===== config.mk =====
export PLATFORM = sky130hd
export DESIGN_NAME = vga_scanout
export DESIGN_NICKNAME = d
export VERILOG_FILES = /design/src/rtl/vga_scanout.sv
export SDC_FILE = /design/constraint.sdc
export NUM_CORES = 1
export LEC_CHECK = 0
export ABC_AREA = 1
export CAP_MARGIN = 0
export CORE_MARGIN = 5
export CORE_UTILIZATION = 54
export CTS_BUF_LIST = sky130_fd_sc_hd__clkbuf_4 sky130_fd_sc_hd__clkbuf_8
export DETAILED_ROUTE_END_ITERATION = 10
export PLACE_DENSITY = 0.78
export SLEW_MARGIN = 25
export SYNTH_ARGS = -nofsm -noshare
export SYNTH_HDL_FRONTEND = slang
export SYNTH_SLANG_ARGS = --single-unit

===== constraint.sdc =====
create_clock -name Clock -period 2.9 [get_ports Clock]
set_clock_uncertainty 0.05 [all_clocks]
set_input_delay 0.58 -clock Clock [delete_from_list [all_inputs] [get_ports Clock]]
set_output_delay 0.58 -clock Clock [all_outputs]
set_load 0.02 [all_outputs]

===== src/rtl/vga_scanout.sv =====
// vga_scanout: 640x480@60 Hz scan-out of the 100x100 video framebuffer.
// Each framebuffer cell is magnified 4x4 into the top-left 400x400 of the
// screen; everything else, including all blanking, is driven black.
// A divide-by-2 enable derives the pixel rate from the system clock, and a
// two-stage pipeline keeps address, sync and color aligned.
module vga_scanout #(
  parameter int H_VISIBLE   = 640,
  parameter int H_FRONT     = 16,
  parameter int H_SYNC      = 96,
  parameter int H_BACK      = 48,
  parameter int V_VISIBLE   = 480,
  parameter int V_FRONT     = 10,
  parameter int V_SYNC      = 2,
  parameter int V_BACK      = 33,
  parameter int FB_COLS     = 100,
  parameter int FB_ROWS     = 100,
  parameter int SCALE_SHIFT = 2
) (
  input  logic        Clock,
  input  logic        Reset,
  output logic [13:0] oFbAddress,
  input  logic [2:0]  iFbColor,
  output logic        oVGA_HS,
  output logic        oVGA_VS,
  output logic        oVGA_R,
  output logic        oVGA_G,
  output logic        oVGA_B,
  output logic        oFrameStart
);

  // Timing landmarks, all derived from the porch/sync parameters.
  localparam logic [9:0] H_LAST       = 10'(H_VISIBLE + H_FRONT + H_SYNC + H_BACK - 1);
  localparam logic [9:0] H_SYNC_FIRST = 10'(H_VISIBLE + H_FRONT);
  localparam logic [9:0] H_SYNC_LAST  = 10'(H_VISIBLE + H_FRONT + H_SYNC - 1);
  localparam logic [9:0] H_VIS_END    = 10'(H_VISIBLE);
  localparam logic [9:0] V_LAST       = 10'(V_VISIBLE + V_FRONT + V_SYNC + V_BACK - 1);
  localparam logic [9:0] V_SYNC_FIRST = 10'(V_VISIBLE + V_FRONT);
  localparam logic [9:0] V_SYNC_LAST  = 10'(V_VISIBLE + V_FRONT + V_SYNC - 1);
  localparam logic [9:0] V_VIS_END    = 10'(V_VISIBLE);
  localparam logic [9:0] COL_LIMIT    = 10'(FB_COLS);
  localparam logic [9:0] ROW_LIMIT    = 10'(FB_ROWS);

  // Start address of a framebuffer row. For the 100-column buffer the
  // product is built from shifts (64+32+4) so no multiplier is needed.
  function automatic logic [13:0] row_base(input logic [9:0] row);
    logic [13:0] r;
    r = {4'b0000, row};
    if (FB_COLS == 100) begin
      return (r << 6) + (r << 5) + (r << 2);
    end else begin
      return r * 14'(FB_COLS);
    end
  endfunction

  // Linear framebuffer address of cell (row, col).
  function automatic logic [13:0] fb_address(input logic [9:0] row, input logic [9:0] col);
    return row_base(row) + {4'b0000, col};
  endfunction

  // Pixel enable and raster counters.
  logic       pixel_en_r;
  logic [9:0] hcount_r;
  logic [9:0] vcount_r;
  logic       frame_start_r;

  logic [9:0] hcount_nxt_s;
  logic [9:0] vcount_nxt_s;
  logic       h_wrap_s;
  logic       v_wrap_s;
  logic       frame_start_nxt_s;

  // Stage 0: decode of the current counter position.
  logic [9:0] col_s;
  logic [9:0] row_s;
  logic       in_image_s;
  logic       visible_s;
  logic       hs_raw_s;
  logic       vs_raw_s;
  logic [13:0] addr_nxt_s;

  // Stage 1: framebuffer address plus the timing flags travelling with it.
  logic [13:0] fb_addr_r;
  logic        hs_s1_r;
  logic        vs_s1_r;
  logic        show_s1_r;

  // Stage 2: final pixel outputs.
  logic        hs_s2_r;
  logic        vs_s2_r;
  logic [2:0]  rgb_s2_r;
  logic [2:0]  rgb_nxt_s;

  // Pixel enable: toggles every clock, giving the 25 MHz pixel rate.
  always_ff @(posedge Clock) begin
    if (Reset) begin
      pixel_en_r <= 1'b0;
    end else begin
      pixel_en_r <= ~pixel_en_r;
    end
  end

  // Next raster position and the frame-wrap condition.
  always_comb begin
    h_wrap_s          = (hcount_r == H_LAST);
    v_wrap_s          = (vcount_r == V_LAST);
    hcount_nxt_s      = hcount_r;
    vcount_nxt_s      = vcount_r;
    frame_start_nxt_s = 1'b0;
    if (pixel_en_r) begin
      if (h_wrap_s) begin
        hcount_nxt_s = 10'd0;
        if (v_wrap_s) begin
          vcount_nxt_s      = 10'd0;
          frame_start_nxt_s = 1'b1;
        end else begin
          vcount_nxt_s = vcount_r + 10'd1;
        end
      end else begin
        hcount_nxt_s = hcount_r + 10'd1;
      end
    end else begin
      hcount_nxt_s = hcount_r;
    end
  end

  // Raster counter registers; the frame pulse lands in the cycle they read (0,0).
  always_ff @(posedge Clock) begin
    if (Reset) begin
      hcount_r      <= 10'd0;
      vcount_r      <= 10'd0;
      frame_start_r <= 1'b0;
    end else begin
      hcount_r      <= hcount_nxt_s;
      vcount_r      <= vcount_nxt_s;
      frame_start_r <= frame_start_nxt_s;
    end
  end

  // Stage 0 decode: cell coordinates, image window, sync and visible area.
  always_comb begin
    col_s      = hcount_r >> SCALE_SHIFT;
    row_s      = vcount_r >> SCALE_SHIFT;
    in_image_s = (col_s < COL_LIMIT) && (row_s < ROW_LIMIT);
    visible_s  = (hcount_r < H_VIS_END) && (vcount_r < V_VIS_END);
    hs_raw_s   = !((hcount_r >= H_SYNC_FIRST) && (hcount_r <= H_SYNC_LAST));
    vs_raw_s   = !((vcount_r >= V_SYNC_FIRST) && (vcount_r <= V_SYNC_LAST));
    if (in_image_s) begin
      addr_nxt_s = fb_address(row_s, col_s);
    end else begin
      addr_nxt_s = 14'd0;
    end
  end

  // Stage 1 register: issue the framebuffer read and carry the flags.
  always_ff @(posedge Clock) begin
    if (Reset) begin
      fb_addr_r <= 14'd0;
      hs_s1_r   <= 1'b1;
      vs_s1_r   <= 1'b1;
      show_s1_r <= 1'b0;
    end else if (pixel_en_r) begin
      fb_addr_r <= addr_nxt_s;
      hs_s1_r   <= hs_raw_s;
      vs_s1_r   <= vs_raw_s;
      show_s1_r <= visible_s && in_image_s;
    end else begin
      fb_addr_r <= fb_addr_r;
      hs_s1_r   <= hs_s1_r;
      vs_s1_r   <= vs_s1_r;
      show_s1_r <= show_s1_r;
    end
  end

  // Stage 2 color select: read data arrives two clocks after the address,
  // one more than the memory needs; outside the image the pixel is black.
  always_comb begin
    if (show_s1_r) begin
      rgb_nxt_s = iFbColor;
    end else begin
      rgb_nxt_s = 3'b000;
    end
  end

  // Stage 2 register: color and syncs leave together, two pixels behind the counters.
  always_ff @(posedge Clock) begin
    if (Reset) begin
      hs_s2_r  <= 1'b1;
      vs_s2_r  <= 1'b1;
      rgb_s2_r <= 3'b000;
    end else if (pixel_en_r) begin
      hs_s2_r  <= hs_s1_r;
      vs_s2_r  <= vs_s1_r;
      rgb_s2_r <= rgb_nxt_s;
    end else begin
      hs_s2_r  <= hs_s2_r;
      vs_s2_r  <= vs_s2_r;
      rgb_s2_r <= rgb_s2_r;
    end
  end

  assign oFbAddress  = fb_addr_r;
  assign oVGA_HS     = hs_s2_r;
  assign oVGA_VS     = vs_s2_r;
  assign oVGA_R      = rgb_s2_r[2];
  assign oVGA_G      = rgb_s2_r[1];
  assign oVGA_B      = rgb_s2_r[0];
  assign oFrameStart = frame_start_r;

endmodule


==> results of run 1 <==
[metal layers]
layer,part of all wire,wire length [um],vias to the layer above,GRT usage
met5,0,0,-,0
met1,0.46,3030,1208,0.251
met2,0.49,3200,54,0.335
li1,-,-,1351,-
met4,0.0082,54,0,0.0357
met3,0.043,280,6,0.0366
[layout by cell type (no fill, tap or decap), types with 2 or more instances in the layout]
master           instances
nor2_1                  35
o21ai_2                  2
a22o_1                   3
fa_1                     6
inv_2                    4
a32o_1                   3
nand3_2                  3
nand4_1                 12
nand2_2                  5
a31oi_1                  2
clkbuf_8                 5
buf_4                   10
nand3_1                 22
xor2_1                   3
dfxtp_1                 42
inv_1                   47
nand2_1                 89
a21oi_1                 22
nor3b_1                  2
o21ai_0                 13
nand2_4                  2
ha_1                    31
o21ai_1                  2
nor2_4                   5
nor3_1                   4
clkdlybuf4s50_1         24
o21bai_1                 2
xnor2_1                  3
nor2_2                   4
nor4_1                   2
[worst min path at each step]
| stage | cells past startpoint | to | from |
|---|---|---|---|
| floorplan | 2 | oVGA_HS | hs_s1_r |
| global placement | 2 | oFbAddress[11] | oFbAddress[11] |
| detailed placement | 2 | oFbAddress[8] | oFbAddress[8] |
| CTS | 2 | oFbAddress[8] | oFbAddress[8] |
| global route | 2 | oFbAddress[9] | oFbAddress[9] |
| finish | 2 | oFbAddress[11] | oFbAddress[11] |
[state kept, by name, indices dropped and copies added, names as in the netlist, 3 cells and up]
| register | flops |
|---|---|
| oFbAddress | 14 |
| hcount_r | 10 |
| rgb_s2_r | 3 |
| vcount_r | 10 |
[power by group through the flow]
stage          clock network [W]   logic, W  registers (W)
2_1_floorplan                  0  0.0000254       0.000632
3_3_place_gp                   0  0.0000451       0.000631
3_5_place_dp                   0  0.0000454       0.000631
4_1_cts                 0.000493  0.0000457       0.000617
5_1_grt                 0.000526  0.0000516       0.000618
6_report                0.000487  0.0000458       0.000617
[through the flow]
step	total power (W)	util
detailed placement	0.000677	0.635
global route	0.00120	0.671
finish	0.00115	0.671
CTS	0.00116	0.657
floorplan	0.000657	-
global placement	0.000676	0.635
[final cells by class]
cell class	instances	area, sq um	share of cell area
Tap cell	70	87.6	0.0254
Clock inverter	3	46.3	0.0134
Timing Repair Buffer	34	315	0.0915
Sequential cell	44	886	0.257
Multi-Input combinational cell	290	1850	0.537
Clock buffer	5	68.8	0.0200
Inverter	51	191	0.0555
[repair_timing]
item                       4_1_cts  5_1_grt
pin swaps                        0        9
gates resized for setup          1       15
setup endpoints to repair        2        5
hold buffers                     0        0
setup buffers                    0        2
[critical path: cells and delay by family (launching register included)]
kind	cells	cell delay (ns)
AO/OA/AOI/OAI	1	0.11
flip-flops	1	0.34
adder cells (fa/ha/maj)	4	1.50
AND/OR/NAND/NOR	7	0.73
[synth_stat cells, types with 4 or more instances]
library cell	n	share of area
nand4_1	12	0.026
ha_1	33	0.14
dfxtp_1	44	0.31
nor3_1	4	0.0069
fa_1	6	0.042
nor2_4	4	0.016
nand2_1	91	0.12
nand3_1	23	0.040
nand2_2	4	0.0087
o21ai_0	14	0.024
a21oi_1	22	0.038
nor2_1	37	0.048
inv_1	48	0.062
[cells by family (layout without fill, tap and decap cells)]
group	after synthesis	in the layout
adder cells (fa/ha/maj)	39	39
AND/OR/NAND/NOR	189	189
flip-flops	44	44
AO/OA/AOI/OAI	56	56
XOR/XNOR	6	6
buffers and inverters	54	93
==> results.py, run 1 <==
metrics = {
    "logic_synthesis": {
        "postSynthCellCount": 388,
        "synthXorXnorAreaFrac": 0.0182,
        "syn_area_per_cell_sq_um": 7.44,
        "synth.yosys.seq_area_share": 0.305,
        "muxShareOfSynthArea": 0,
        "synth-compound-area-share": 0.118,
        "synth_top_family_by_area": "simple AND/OR/NAND/NOR gates",
        "synth_edf_count": 0,
        "netlist_area_sq_mm": 0.00289,
        "yosys.area_share.adder": 0.185,
        "synth.distinct_cells": 39,
        "ys_seq_elements": 44,
        "syn_nets": 432,
        "yosys.area_share.simple": 0.304,
        "synth-async-reset-ratio": 0,
        "ys.flop_type": "dfxtp_1",
        "yosysWarnings": 0,
    },
    "placement": {
        "gp_congestion": 0.879,
        "numPortBuffers": 24,
        "dp_cells": 487,
        "dpl.hpwl_um": 5130,
        "place_ws_ns": -0.0407,
        "dpl_cell_area_sq_mm": 0.00326,
    },
    "power_and_ir_drop": {
        "p_comb_frac": 0.040,
        "p_leak_nw": 1.58,
        "ir_drop_mv": 0.207,
        "power.share.clock": 0.424,
        "swShare": 0.229,
        "powerDensity_mw_per_mm2": 333,
        "power.switching_w": 0.000263,
        "seqPwrFrac": 0.537,
        "p_int_w": 0.000886,
    },
    "clock_network": {
        "cts_made_buffers": 5,
        "cts_tree": "built",
        "cts_root_buf": "clkbuf_8",
        "clk_path_buf_depth": 2,
        "clk_pin_slew_worst_paths_ns": 0.09,
        "htreeDepth": 2,
        "numClockSinks": 44,
        "clk_latency_ns": 0.30,
    },
    "cells_and_area": {
        "finalNonFillerCells": 497,
        "nNetsFinal": 470,
        "final.fill_count": 455,
        "syn_to_final_growth_pct": 19.4,
        "fin_area_sq_mm": 0.00345,
        "n_antenna_cell": 0,
        "drive_gt1_frac": 0.119,
    },
    "floorplanning": {
        "num_rows": 26,
        "initial_core_util": 0.562,
        "pin_count": 25,
        "core_sq_mm": 0.00514,
        "fp.dieW_um": 83.1,
        "dieHeight_um": 83.1,
        "dieArea_sq_mm": 0.00691,
    },
    "global_route": {
        "grt_max_degree": 20,
        "antenna_found_initial": 0,
        "grt_pass1_vias": 2528,
        "grt_overflow": 0,
        "grt_pass1_wl_um": 11400,
        "track_usage": 0.193,
    },
    "critical_path": {
        "rr_endpoint": "oFbAddress[12]",
        "r2r_start": "vcount_r[2]",
        "r2r_cells": 12,
        "critPathLaunchType": "register",
        "cp.required_ns": 3.09,
        "crit_type": "reg -> reg",
        "cp_slowest_cell": "fa_1",
        "max_stage_delay_ns": 0.53,
        "crit_start": "vcount_r[2]",
        "rrSetupSlack_ns": 0.09,
        "crit_fanout": 4,
        "path_cells": "fa_1, ha_2, fa_1, ha_4, nand2_4, nor3b_2, nor2_1, nor2_2, nand3_2, nand2_1, nand2_1, o21ai_1",
        "crit_path_end": "oFbAddress[12]",
        "cp-end-kind": "register",
        "crit_arrival_ns": 2.99,
    },
    "sta": {
        "hold-worst-slack_ns": 0.407,
        "fin_crit_ns": 2.81,
        "setup_slack_ns": 0.0926,
        "maxSlewViolCount": 0,
        "timing_worst_slew_pin_value_ns": 0.464,
        "relSlewSlack": 0.690,
        "rsz0062_at_grt": "yes",
        "min_period_over_period": 0.968,
        "setup-tns-final_ns": 0,
        "finalHoldViolCount": 0,
        "setup_viol": 0,
        "max_freq_mhz": 356,
    },
    "route": {
        "post-route-drc-count": 0,
        "drt_wl_total_um": 6570,
        "dr_total_vias": 2619,
        "first_pass_iters": 4,
        "drt_iter0_drc": 146,
        "postRouteAntennaNets": 0,
        "wl_per_cell_um": 13.2,
        "vias_per_cell": 5.27,
    },
    "worst_hold_path": {
        "min_path_type": "reg -> reg",
    },
    "outcome": {
        "status": "finished, final reports clean",
    },
    "flow_run": {
        "cap_violations": 0,
    },
}
Power figures use the tool's default switching activity.
==> run 2, diff against run 1 <==
--- a/config.mk
+++ b/config.mk
@@ -12,6 +12,7 @@
 export CTS_BUF_LIST = sky130_fd_sc_hd__clkbuf_4 sky130_fd_sc_hd__clkbuf_8
 export DETAILED_ROUTE_END_ITERATION = 10
 export PLACE_DENSITY = 0.78
+export REMOVE_ABC_BUFFERS = 1
 export SLEW_MARGIN = 25
 export SYNTH_ARGS = -nofsm -noshare
 export SYNTH_HDL_FRONTEND = slang
==> results.py, run 2 (same netlist as run 1, synthesis figures left out) <==
metrics = {
    "route": {
        "wl_per_cell_um": 13.3,
        "drt_iter0_drc": 190,
        "postRouteAntennaNets": 0,
        "vias_per_cell": 5.48,
        "drt_wl_total_um": 6630,
        "post-route-drc-count": 0,
        "dr_total_vias": 2724,
        "first_pass_iters": 4,
    },
    "global_route": {
        "use_met1": 0.243,
        "grt_overflow": 0,
        "grt_pass1_vias": 2632,
        "track_usage": 0.195,
        "grt_pass1_wl_um": 11500,
        "grt_max_degree": 18,
        "met2_usage": 0.339,
        "grt_busiest_layer": "met2",
        "use_met3": 0.0356,
        "antenna_found_initial": 0,
    },
    "power_and_ir_drop": {
        "swShare": 0.233,
        "power.switching_w": 0.000270,
        "p_leak_nw": 1.56,
        "ir_drop_mv": 0.186,
        "p_int_w": 0.000887,
        "p_comb_frac": 0.040,
        "power.share.clock": 0.426,
        "powerDensity_mw_per_mm2": 337,
        "seqPwrFrac": 0.534,
    },
    "worst_hold_path": {
        "min_path_type": "reg -> reg",
    },
    "placement": {
        "numPortBuffers": 24,
        "dpl.hpwl_um": 5130,
        "place_ws_ns": 0.0319,
        "gp_congestion": 0.898,
    },
    "cells_and_area": {
        "final.fill_count": 459,
        "largest_register_ffs": 14,
        "nNetsFinal": 470,
        "syn_to_final_growth_pct": 18.8,
        "final_common_cell": "nand2_1",
        "drive_gt1_frac": 0.115,
        "final_cell_mix": "nand2_1 (90), inv_1 (48), dfxtp_1 (42)",
        "n_antenna_cell": 0,
    },
    "sta": {
        "fin_crit_ns": 2.77,
        "relSlewSlack": 0.690,
        "max_freq_mhz": 361,
        "setup_viol": 0,
        "setup_slack_ns": 0.133,
        "hold-worst-slack_ns": 0.410,
        "finalHoldViolCount": 0,
        "maxSlewViolCount": 0,
        "timing_worst_slew_pin_value_ns": 0.463,
        "min_period_over_period": 0.954,
    },
    "floorplanning": {
        "pin_count": 25,
        "initial_core_util": 0.562,
        "core_sq_mm": 0.00514,
        "num_rows": 26,
        "dieArea_sq_mm": 0.00691,
        "dieHeight_um": 83.1,
        "fp.dieW_um": 83.1,
    },
    "clock_network": {
        "holdBufCountCts": 0,
        "clk_latency_ns": 0.31,
        "clk_path_buf_depth": 2,
        "numClockSinks": 44,
        "cts_made_buffers": 5,
        "htreeDepth": 2,
        "clk_pin_slew_worst_paths_ns": 0.09,
        "cts_root_buf": "clkbuf_8",
        "cts_tree": "built",
    },
    "critical_path": {
        "crit_type": "reg -> reg",
        "critPathLaunchType": "register",
        "crit_fanout": 4,
        "crit_path_end": "oFbAddress[12]",
        "r2r_cells": 12,
        "rr_endpoint": "oFbAddress[12]",
        "cp.required_ns": 3.09,
        "cp-end-kind": "register",
        "rrSetupSlack_ns": 0.13,
        "crit_start": "vcount_r[2]",
        "r2r_start": "vcount_r[2]",
        "crit_arrival_ns": 2.96,
    },
    "outcome": {
        "status": "finished, final reports clean",
    },
    "flow_run": {
        "cap_violations": 0,
    },
}
-- run 2: worst min path at each step --
stage	cells past startpoint	endpoint	slack, ns	from
floorplan	2	oVGA_HS	0.38	hs_s1_r
global placement	2	oFbAddress[1]	0.39	oFbAddress[1]
detailed placement	2	oFbAddress[11]	0.39	oFbAddress[11]
CTS	2	oFbAddress[11]	0.41	oFbAddress[11]
global route	2	oFbAddress[11]	0.42	oFbAddress[11]
finish	2	oFbAddress[11]	0.41	oFbAddress[11]
-- run 2: routing by layer --
| metal | vias up | part of all wire |
|---|---|---|
| met4 | 0 | 0.015 |
| met1 | 1280 | 0.46 |
| met2 | 80 | 0.48 |
| met5 | - | 0 |
| met3 | 11 | 0.052 |
| li1 | 1353 | - |
-- run 2: layout make-up --
type,count,area (sq um),area share
multi-input combinational,290,1840,0.536
timing repair buffer,34,315,0.0919
tap,70,87.6,0.0255
inverter,51,191,0.0558
sequential,44,883,0.257
clock buffer,5,68.8,0.0201
clock inverter,3,46.3,0.0135
-- run 2: what timing repair did --
item,in CTS,in global routing
setup endpoints to repair,0,5
resized for setup,0,11
setup buffers,0,2
-- run 2: worst max-delay path, stage by stage (launching register included) --
cell,delay (ns)
dfxtp_2,0.34
fa_1,0.48
ha_2,0.21
fa_1,0.53
ha_4,0.32
nand2_1,0.08
nor3b_2,0.17
nor2_1,0.09
nor2_2,0.12
nand3_1,0.10
nand2_1,0.07
nand2_1,0.04
o21ai_1,0.10
-- run 2: power groups by stage --
stage / combinational, W / sequential [W] / clock, W
6_report: 0.0000460 / 0.000618 / 0.000493
5_1_grt: 0.0000517 / 0.000619 / 0.000525
4_1_cts: 0.0000458 / 0.000618 / 0.000495
3_5_place_dp: 0.0000456 / 0.000632 / 0
3_3_place_gp: 0.0000449 / 0.000631 / 0
2_1_floorplan: 0.0000244 / 0.000632 / 0
-- run 2: metrics by stage --
stage	utilization	power, W	std cells	area [sq um]	TNS [ns]
after floorplan	-	0.000656	385	2880	0
after detailed placement	0.635	0.000677	487	3260	0
final	0.667	0.00116	497	3430	0
after global placement	0.635	0.000676	487	3260	0
after global routing	0.667	0.00120	497	3430	-0.0578
after CTS	0.657	0.00116	495	3380	0
